## config.mk

```make
export PLATFORM = sky130hd
export DESIGN_NAME = udp_rx_flat
export DESIGN_NICKNAME = d
export VERILOG_FILES = /design/src/rtl/udp_pkg.sv /design/src/rtl/udp_rx_if.sv /design/src/rtl/ip_csum_chk.sv /design/src/rtl/udp_rx.sv /design/src/flat_wrapper.sv
export SDC_FILE = /design/constraint.sdc
export NUM_CORES = 1
export LEC_CHECK = 0
export ABC_AREA = 1
export ABC_CLOCK_PERIOD_IN_PS = 2500
export CAP_MARGIN = 20
export CELL_PAD_IN_SITES_DETAIL_PLACEMENT = 2
export CELL_PAD_IN_SITES_GLOBAL_PLACEMENT = 2
export CORE_ASPECT_RATIO = 1.2
export CORE_MARGIN = 8
export CORE_UTILIZATION = 34
export DETAILED_ROUTE_END_ITERATION = 8
export MAX_ROUTING_LAYER = met4
export PLACE_DENSITY = 0.84
export SLEW_MARGIN = 15
export SYNTH_ARGS = -nofsm -noshare
export SYNTH_HDL_FRONTEND = slang
export SYNTH_SLANG_ARGS = --single-unit
```

## constraint.sdc

```tcl
create_clock -name clk -period 2.5 [get_ports clk]
set_clock_uncertainty 0.05 [all_clocks]
set_input_delay 0.25 -clock clk [delete_from_list [all_inputs] [get_ports clk]]
set_output_delay 0.25 -clock clk [all_outputs]
set_load 0.01 [all_outputs]
```

## src/rtl/udp_pkg.sv

```systemverilog
// Shared UDP/IPv4 framing constants, the rx parser state enum and byte-select helpers.
package udp_pkg;

    localparam logic [15:0] ETH_TYPE_IPV4 = 16'h0800;
    localparam logic [7:0]  IP_PROTO_UDP  = 8'd17;
    localparam logic [7:0]  PREAMBLE_BYTE = 8'h55;
    localparam logic [7:0]  SFD_BYTE      = 8'hD5;
    localparam logic [47:0] BCAST_MAC     = 48'hFFFF_FFFF_FFFF;

    typedef enum logic [2:0] {
        IDLE,
        PREAMBLE,
        ETH_HEAD,
        IP_HEAD,
        UDP_HEAD,
        RX_DATA,
        RX_END
    } rx_state_t;

    // Byte idx of a big-endian field, idx 0 being the first byte on the wire.
    function automatic logic [7:0] be_byte48(input logic [47:0] v, input logic [2:0] idx);
        logic [47:0] s;
        s = v << (8 * idx);
        return s[47:40];
    endfunction

    function automatic logic [7:0] be_byte32(input logic [31:0] v, input logic [1:0] idx);
        logic [31:0] s;
        s = v << (8 * idx);
        return s[31:24];
    endfunction

endpackage

```

## src/rtl/udp_rx_if.sv

```systemverilog
// GMII receive byte stream plus the user-side payload word/strobe bus of udp_rx.
interface udp_rx_if;
    logic        gmii_rx_dv;
    logic [7:0]  gmii_rxd;
    logic        rec_en;
    logic [31:0] rec_data;
    logic        rec_pkt_done;
    logic [15:0] rec_byte_num;

    modport master (
        output gmii_rx_dv, gmii_rxd,
        input  rec_en, rec_data, rec_pkt_done, rec_byte_num
    );

    modport slave (
        input  gmii_rx_dv, gmii_rxd,
        output rec_en, rec_data, rec_pkt_done, rec_byte_num
    );
endinterface

```

## src/rtl/ip_csum_chk.sv

```systemverilog
// Streaming IPv4 header checksum: pairs bytes into 16-bit words and keeps a
// one's-complement running sum; sum_ok is high when the folded sum is 16'hFFFF.
module ip_csum_chk (
    input  logic       clk,
    input  logic       rst_n,
    input  logic       clear,
    input  logic       byte_valid,
    input  logic [7:0] byte_data,
    output logic       sum_ok
);
    logic [15:0] acc_reg;
    logic [7:0]  hi_reg;
    logic        odd_reg;
    logic [16:0] sum;

    assign sum    = {1'b0, acc_reg} + {1'b0, hi_reg, byte_data};
    assign sum_ok = (acc_reg == 16'hFFFF);

    // End-around carry is folded on every add, so the sum never needs a final pass.
    always_ff @(posedge clk or negedge rst_n) begin
        if (!rst_n) begin
            acc_reg <= 16'h0000;
            hi_reg  <= 8'h00;
            odd_reg <= 1'b0;
        end else if (clear) begin
            acc_reg <= 16'h0000;
            hi_reg  <= 8'h00;
            odd_reg <= 1'b0;
        end else if (byte_valid) begin
            if (!odd_reg) begin
                hi_reg  <= byte_data;
                odd_reg <= 1'b1;
            end else begin
                acc_reg <= sum[15:0] + {15'd0, sum[16]};
                odd_reg <= 1'b0;
            end
        end
    end
endmodule

```

## src/rtl/udp_rx.sv

```systemverilog
// GMII UDP/IPv4 receiver: filters on board MAC/IP and streams the payload as big-endian words.
// Optional IP header checksum verification when UDP_RX_IP_CSUM_EN is defined.
module udp_rx
    import udp_pkg::*;
#(
    parameter logic [47:0] BOARD_MAC = 48'h99_00_33_11_00_00,
    parameter logic [31:0] BOARD_IP  = {8'd192, 8'd168, 8'd1, 8'd10}
) (
    input  logic     clk,
    input  logic     rst_n,
    udp_rx_if.slave  bus
);
    rx_state_t   state_reg;
    logic [15:0] cnt_reg;
    logic [3:0]  ihl_reg;
    logic        mac_board_reg;
    logic        mac_bcast_reg;
    logic [7:0]  len_hi_reg;
    logic [15:0] udp_len_reg;
    logic [15:0] pay_len_reg;
    logic [31:0] word_reg;

    logic        rec_en_reg;
    logic [31:0] rec_data_reg;
    logic        rec_pkt_done_reg;
    logic [15:0] rec_byte_num_reg;

    logic        dv;
    logic [7:0]  rxd;
    logic [5:0]  ip_idx;
    logic [5:0]  ip_last;
    logic [1:0]  lane;
    logic        mac_board_next;
    logic        mac_bcast_next;
    logic        eth_bad;
    logic        ip_bad;
    logic        last_byte;
    logic        csum_ok;
    logic [31:0] word_asm;

    assign dv        = bus.gmii_rx_dv;
    assign rxd       = bus.gmii_rxd;
    assign ip_idx    = cnt_reg[5:0];
    assign ip_last   = {ihl_reg, 2'b00} - 6'd1;
    assign lane      = cnt_reg[1:0];
    assign last_byte = (cnt_reg == (pay_len_reg - 16'd1));

    assign bus.rec_en       = rec_en_reg;
    assign bus.rec_data     = rec_data_reg;
    assign bus.rec_pkt_done = rec_pkt_done_reg;
    assign bus.rec_byte_num = rec_byte_num_reg;

    // Lanes beyond the current byte read as zero, so a short final word is zero-padded.
    genvar gi;
    generate
        for (gi = 0; gi < 4; gi++) begin : g_lane
            assign word_asm[31-8*gi -: 8] = (lane == 2'(gi)) ? rxd :
                                            (lane >  2'(gi)) ? word_reg[31-8*gi -: 8] : 8'h00;
        end
    endgenerate

`ifdef UDP_RX_IP_CSUM_EN
    ip_csum_chk u_csum (
        .clk        (clk),
        .rst_n      (rst_n),
        .clear      (state_reg == ETH_HEAD),
        .byte_valid ((state_reg == IP_HEAD) && dv),
        .byte_data  (rxd),
        .sum_ok     (csum_ok)
    );
`else
    assign csum_ok = 1'b1;
`endif

    always_comb begin
        mac_board_next = ((cnt_reg == 16'd0) || mac_board_reg) &&
                         (rxd == be_byte48(BOARD_MAC, cnt_reg[2:0]));
        mac_bcast_next = ((cnt_reg == 16'd0) || mac_bcast_reg) &&
                         (rxd == be_byte48(BCAST_MAC, cnt_reg[2:0]));
        eth_bad = ((cnt_reg == 16'd5)  && !mac_board_next && !mac_bcast_next) ||
                  ((cnt_reg == 16'd12) && (rxd != ETH_TYPE_IPV4[15:8])) ||
                  ((cnt_reg == 16'd13) && (rxd != ETH_TYPE_IPV4[7:0]));
        ip_bad  = ((ip_idx == 6'd0) && ((rxd[7:4] != 4'h4) || (rxd[3:0] < 4'd5))) ||
                  ((ip_idx == 6'd9) && (rxd != IP_PROTO_UDP)) ||
                  ((ip_idx >= 6'd16) && (ip_idx <= 6'd19) &&
                   (rxd != be_byte32(BOARD_IP, ip_idx[1:0])));
    end

    always_ff @(posedge clk or negedge rst_n) begin
        if (!rst_n) begin
            state_reg        <= IDLE;
            cnt_reg          <= 16'd0;
            ihl_reg          <= 4'd0;
            mac_board_reg    <= 1'b0;
            mac_bcast_reg    <= 1'b0;
            len_hi_reg       <= 8'd0;
            udp_len_reg      <= 16'd0;
            pay_len_reg      <= 16'd0;
            word_reg         <= 32'd0;
            rec_en_reg       <= 1'b0;
            rec_data_reg     <= 32'd0;
            rec_pkt_done_reg <= 1'b0;
            rec_byte_num_reg <= 16'd0;
        end else begin
            rec_en_reg       <= 1'b0;
            rec_pkt_done_reg <= 1'b0;
            if (!dv) begin
                state_reg <= IDLE;
                cnt_reg   <= 16'd0;
            end else begin
                case (state_reg)
                    IDLE: begin
                        if (rxd == PREAMBLE_BYTE) begin
                            state_reg <= PREAMBLE;
                            cnt_reg   <= 16'd1;
                        end
                    end
                    PREAMBLE: begin
                        if ((rxd == PREAMBLE_BYTE) && (cnt_reg < 16'd7)) begin
                            cnt_reg <= cnt_reg + 16'd1;
                        end else if ((rxd == SFD_BYTE) && (cnt_reg >= 16'd6)) begin
                            state_reg <= ETH_HEAD;
                            cnt_reg   <= 16'd0;
                        end else begin
                            state_reg <= RX_END;
                        end
                    end
                    ETH_HEAD: begin
                        cnt_reg <= cnt_reg + 16'd1;
                        if (cnt_reg < 16'd6) begin
                            mac_board_reg <= mac_board_next;
                            mac_bcast_reg <= mac_bcast_next;
                        end
                        if (eth_bad) begin
                            state_reg <= RX_END;
                        end else if (cnt_reg == 16'd13) begin
                            state_reg <= IP_HEAD;
                            cnt_reg   <= 16'd0;
                        end
                    end
                    IP_HEAD: begin
                        cnt_reg <= cnt_reg + 16'd1;
                        if (ip_idx == 6'd0) begin
                            ihl_reg <= rxd[3:0];
                        end
                        if (ip_bad) begin
                            state_reg <= RX_END;
                        end else if ((ip_idx != 6'd0) && (ip_idx == ip_last)) begin
                            state_reg <= UDP_HEAD;
                            cnt_reg   <= 16'd0;
                        end
                    end
                    UDP_HEAD: begin
                        cnt_reg <= cnt_reg + 16'd1;
                        if (cnt_reg == 16'd4) begin
                            len_hi_reg <= rxd;
                        end
                        if (cnt_reg == 16'd5) begin
                            udp_len_reg <= {len_hi_reg, rxd};
                        end
                        if (cnt_reg == 16'd7) begin
                            if (!csum_ok || (udp_len_reg < 16'd8)) begin
                                state_reg <= RX_END;
                            end else if (udp_len_reg == 16'd8) begin
                                rec_pkt_done_reg <= 1'b1;
                                rec_byte_num_reg <= 16'd0;
                                state_reg        <= RX_END;
                            end else begin
                                pay_len_reg <= udp_len_reg - 16'd8;
                                state_reg   <= RX_DATA;
                                cnt_reg     <= 16'd0;
                            end
                        end
                    end
                    RX_DATA: begin
                        cnt_reg  <= cnt_reg + 16'd1;
                        word_reg <= word_asm;
                        if ((lane == 2'd3) || last_byte) begin
                            rec_en_reg   <= 1'b1;
                            rec_data_reg <= word_asm;
                        end
                        if (last_byte) begin
                            rec_pkt_done_reg <= 1'b1;
                            rec_byte_num_reg <= pay_len_reg;
                            state_reg        <= RX_END;
                        end
                    end
                    RX_END: begin
                        state_reg <= RX_END;
                    end
                    default: state_reg <= IDLE;
                endcase
            end
        end
    end
endmodule

```

## src/flat_wrapper.sv

```systemverilog
// flat-port wrapper written by rule: the top's interface ports become plain ports
module udp_rx_flat import udp_pkg::*;
#(
    parameter logic [47:0] BOARD_MAC = 48'h99_00_33_11_00_00,
    parameter logic [31:0] BOARD_IP  = {8'd192, 8'd168, 8'd1, 8'd10}
)
  (clk, rst_n, bus_gmii_rx_dv, bus_gmii_rxd, bus_rec_en, bus_rec_data, bus_rec_pkt_done, bus_rec_byte_num);
  udp_rx_if bus_i ();
  input  logic clk;
  input  logic rst_n;
  input wire logic [$bits(bus_i.gmii_rx_dv)-1:0] bus_gmii_rx_dv;
  input wire logic [$bits(bus_i.gmii_rxd)-1:0] bus_gmii_rxd;
  output wire logic [$bits(bus_i.rec_en)-1:0] bus_rec_en;
  output wire logic [$bits(bus_i.rec_data)-1:0] bus_rec_data;
  output wire logic [$bits(bus_i.rec_pkt_done)-1:0] bus_rec_pkt_done;
  output wire logic [$bits(bus_i.rec_byte_num)-1:0] bus_rec_byte_num;
  assign bus_i.gmii_rx_dv = bus_gmii_rx_dv;
  assign bus_i.gmii_rxd = bus_gmii_rxd;
  assign bus_rec_en = bus_i.rec_en;
  assign bus_rec_data = bus_i.rec_data;
  assign bus_rec_pkt_done = bus_i.rec_pkt_done;
  assign bus_rec_byte_num = bus_i.rec_byte_num;
  udp_rx #(.BOARD_MAC(BOARD_MAC), .BOARD_IP(BOARD_IP)) u_core (.clk(clk), .rst_n(rst_n), .bus(bus_i));
endmodule
```

==> metrics.md <==
| Metric | Value |
|---|---|
| Via count | 8,278 |
| Die H | 183 µm |
| Die area | around 28,000 µm² |
| Fin crit share | 1.02 |
| Post-Route WL | 36,600 µm |
| Hold WC Path Type | in -> async |
| Endpoints failing hold | 0 |
| Slowest cell delay on critical path | 0.48 ns |
| Combinational Power Share | 0.338 |
| Routed len/inst | about 24 µm |
| Seq pwr share | 0.339 |
| Power per cell area | 789 nW/µm² |
| R2R depth | 14 |
| Worst EP required | ~2.8 ns |
| Crit path kind | reg -> reg |
| Pin count of the biggest net entering global routing | 77 |
| Global route overflow | 0 |
| Max Fclk | 391 MHz |
| YS warnings | 0 |
| CP arrival | 2.90 ns |
| Layout cell share with drive strength beyond 1 | 0.177 |
| Slowest cell on the critical path | dfrtp_2 |
| Primary FF master, synth | dfrtp_1 |
| Routability cong. | roughly 0.89 |
| Switching Power | approximately 3.4 mW |
| Reg clk slew, reported paths | 0.07 ns |
| Port bufs | 60 |
| Yosys top cell by area | dfrtp_1 |
| Worst Hold Margin | 0.335 ns |
| CP Cell Sequence | nor2_4 > nand2_2 > nor2_4 > buf_4 > nand3b_1 > nand2_1 > nand2_1 > nor2_1 > nand2_2 > o21ai_4 > buf_12 > clkbuf_16 > nand3_1 > nand2_1 |
| Final setup vio count | 21 |
| Final nets | 1,198 |
| Register area | 3490 µm² |
| Outcome | finished, violations left |
| Initial DRC Count | between 400 and 500 |
| Syn-to-layout area delta | 30.5% |
| Total Power | ~8 mW |
| Drt via density | 5.50 |
| Worst setup margin | -0.0567 ns |
| Core area | 23,000 µm² |
| Die width | between 150 and 200 µm |
| Syn_nets | 1,081 |
| Register bit total from synthesis | 139 |
| TritonCTS buffer count | 17 |
| Slew Limit Fails | 0 |
| Violated checks | setup timing |
| First-pass GRT wire length | 51,800 µm |
| Distinct cells, synth | 39 |
| Final min period | approximately 2.6 ns |
| N_diodes | 0 |
| Average cell area after synthesis | approximately 7.5 µm² |
| Clock share of power | 0.322 |
| Pre-CTS setup slack | -0.147 ns |
| Cell Int Power | ~4.8 mW |
| Worst Path Max Fanout | 12 |
| Number of top-level pins | 61 |
| Overall Global Routing Usage | 0.242 |
| Sw Ratio | 0.414 |
| Most used cell, CP | nand2_1 |
| Number of global-route vias before repair | 9,193 |
| Startpoint Class | flop |
| Post-route ant nets | 0 |
| CP endpoint kind | flop |
| CTS tree | yes |
| Initial antenna violation count | 0 |
| Part of the Yosys area used for sequential elements | 0.439 |
| Synth top area share | 0.439 |
| Clk sinks | between 100 and 150 |
| Layout fillers | ~2.6k |
| Worst path bufs/invs | 3 |
| Num rows | about 60 |
| DR pass1 iterations | 5 |
| Worst-skew pair later-pin latency | 0.46 ns |
| Leakage power figure | 5.03 nW |
| Worst-margin pin slew | 0.702 ns |
| Post-route DRC | 0 |
| Root Buffer | clkbuf_16 |
| Asr flop ratio synth | 1.00 |
| Number of synthesized flops with an enable pin | 0 |
| Unrepaired setup endpoints after global routing | true |
| Mapped Cells | 1,061 |
| Worst path top cell family by delay | simple AND/OR/NAND/NOR gates |
| DP HPWL | 21,400 µm |
| Area of the multi-input gates | 4170 µm² |
| Clock buffer depth | 2 |
| H-tree levels | 4 |
| Starting Density | 0.344 |
| Critical path depth in cells | 14 |
| Worst ir drop on vdd | 0.000584 V |
| Ranking of synthesized cells by area | dfrtp_1, nand2_1, inv_1, nand3_1, o21ai_0 |
| Relative slew slack | 0.532 |
| Mapped cell area | between 7000 and 8000 µm² |
| Commonest non-fill, non-tap cell in the layout | nand2_1 |
| Max Cap Viol | 0 |
| Max reg flops | 32 |
| Commonest cells after routing, fill and taps aside | nand2_1, dfrtp_1, inv_1 |
[metal layers]
layer / GRT usage / wire length (µm)
met1: 0.256 / 14000
met2: 0.434 / 19300
met3: 0.0374 / 1180
met4: 0.117 / 2060
met5: - / 0
[power by group through the flow]
stage	Clock, mW	Combinational [mW]	Sequential (mW)
4_1_cts	2.66	2.41	2.74
3_5_place_dp	0	2.19	2.75
2_1_floorplan	0	1.37	2.71
6_report	2.63	2.76	2.77
3_3_place_gp	0	2.06	2.72
5_1_grt	2.74	2.95	2.79
[through the flow]
| stage | TNS, ns | utilization | instance area (µm²) | cells |
|---|---|---|---|---|
| floorplan | 0 | - | 7930 | 1061 |
| detailed placement | -3.39 | 0.401 | 9250 | 1459 |
| global route | -4.13 | 0.449 | 10400 | 1506 |
| finish | -0.389 | 0.449 | 10400 | 1506 |
| CTS | 0 | 0.434 | 10000 | 1499 |
| global placement | -0.607 | 0.401 | 9250 | 1459 |
[Yosys cell counts, types with 5 or more instances]
library cell and count:
inv_1 110, xor2_1 30, nor3_1 11, dfrtp_1 139
ha_1 9, buf_2 10, clkbuf_1 20, o22ai_1 16
nor2_4 5, mux2_2 8, o21ai_0 81, nand3_1 82
nand2_1 334, nor2_1 91, mux2i_1 5, xnor2_1 13
nand3b_1 18, a21oi_1 12, nand4_1 27, buf_4 6
[logic make-up after synthesis]
logic type | count (synthesis) | share of synthesized area
AO/OA/AOI/OAI | 119 | 0.0816
multiplexers | 13 | 0.0177
buffers and inverters | 155 | 0.0816
AND/OR/NAND/NOR | 583 | 0.319
adder cells (fa/ha/maj) | 9 | 0.0142
flip-flops | 139 | 0.439
XOR/XNOR | 43 | 0.0475
[worst paths after layout]
path                                         start                          end  slack [ns]
min reg2reg                u_core.bus.rec_data[11]      u_core.bus.rec_data[11]        0.44
max                          u_core.pay_len_reg[4]      u_core.bus.rec_data[24]       -0.06
max in group asynchronous                    rst_n      u_core.bus.rec_data[30]        1.38
max reg2reg                  u_core.pay_len_reg[4]      u_core.bus.rec_data[24]       -0.06
min                                          rst_n  u_core.bus.rec_byte_num[10]        0.34
min in group clk           u_core.bus.rec_data[11]      u_core.bus.rec_data[11]        0.44
[layout make-up]
class,instances,share of cell area
repair buffers,135,0.123
clock inverters,13,0.0120
well taps,315,0.0381
multi-input cells,771,0.403
inverters,113,0.0418
clock buffers,19,0.0438
repair inverters,1,0.000725
flip-flops and latches,139,0.337
[timing repair]
item / in CTS / in global routing
hold endpoints to repair: 65 / 0
setup buffers: 5 / 2
hold buffers: 1 / 0
endpoints found under the setup margin: 68 / 75
gates cloned: 2 / 5
pin swaps: 5 / 19
resized for setup: 28 / 78
No activity file was read; power rests on OpenSTA's default activity.
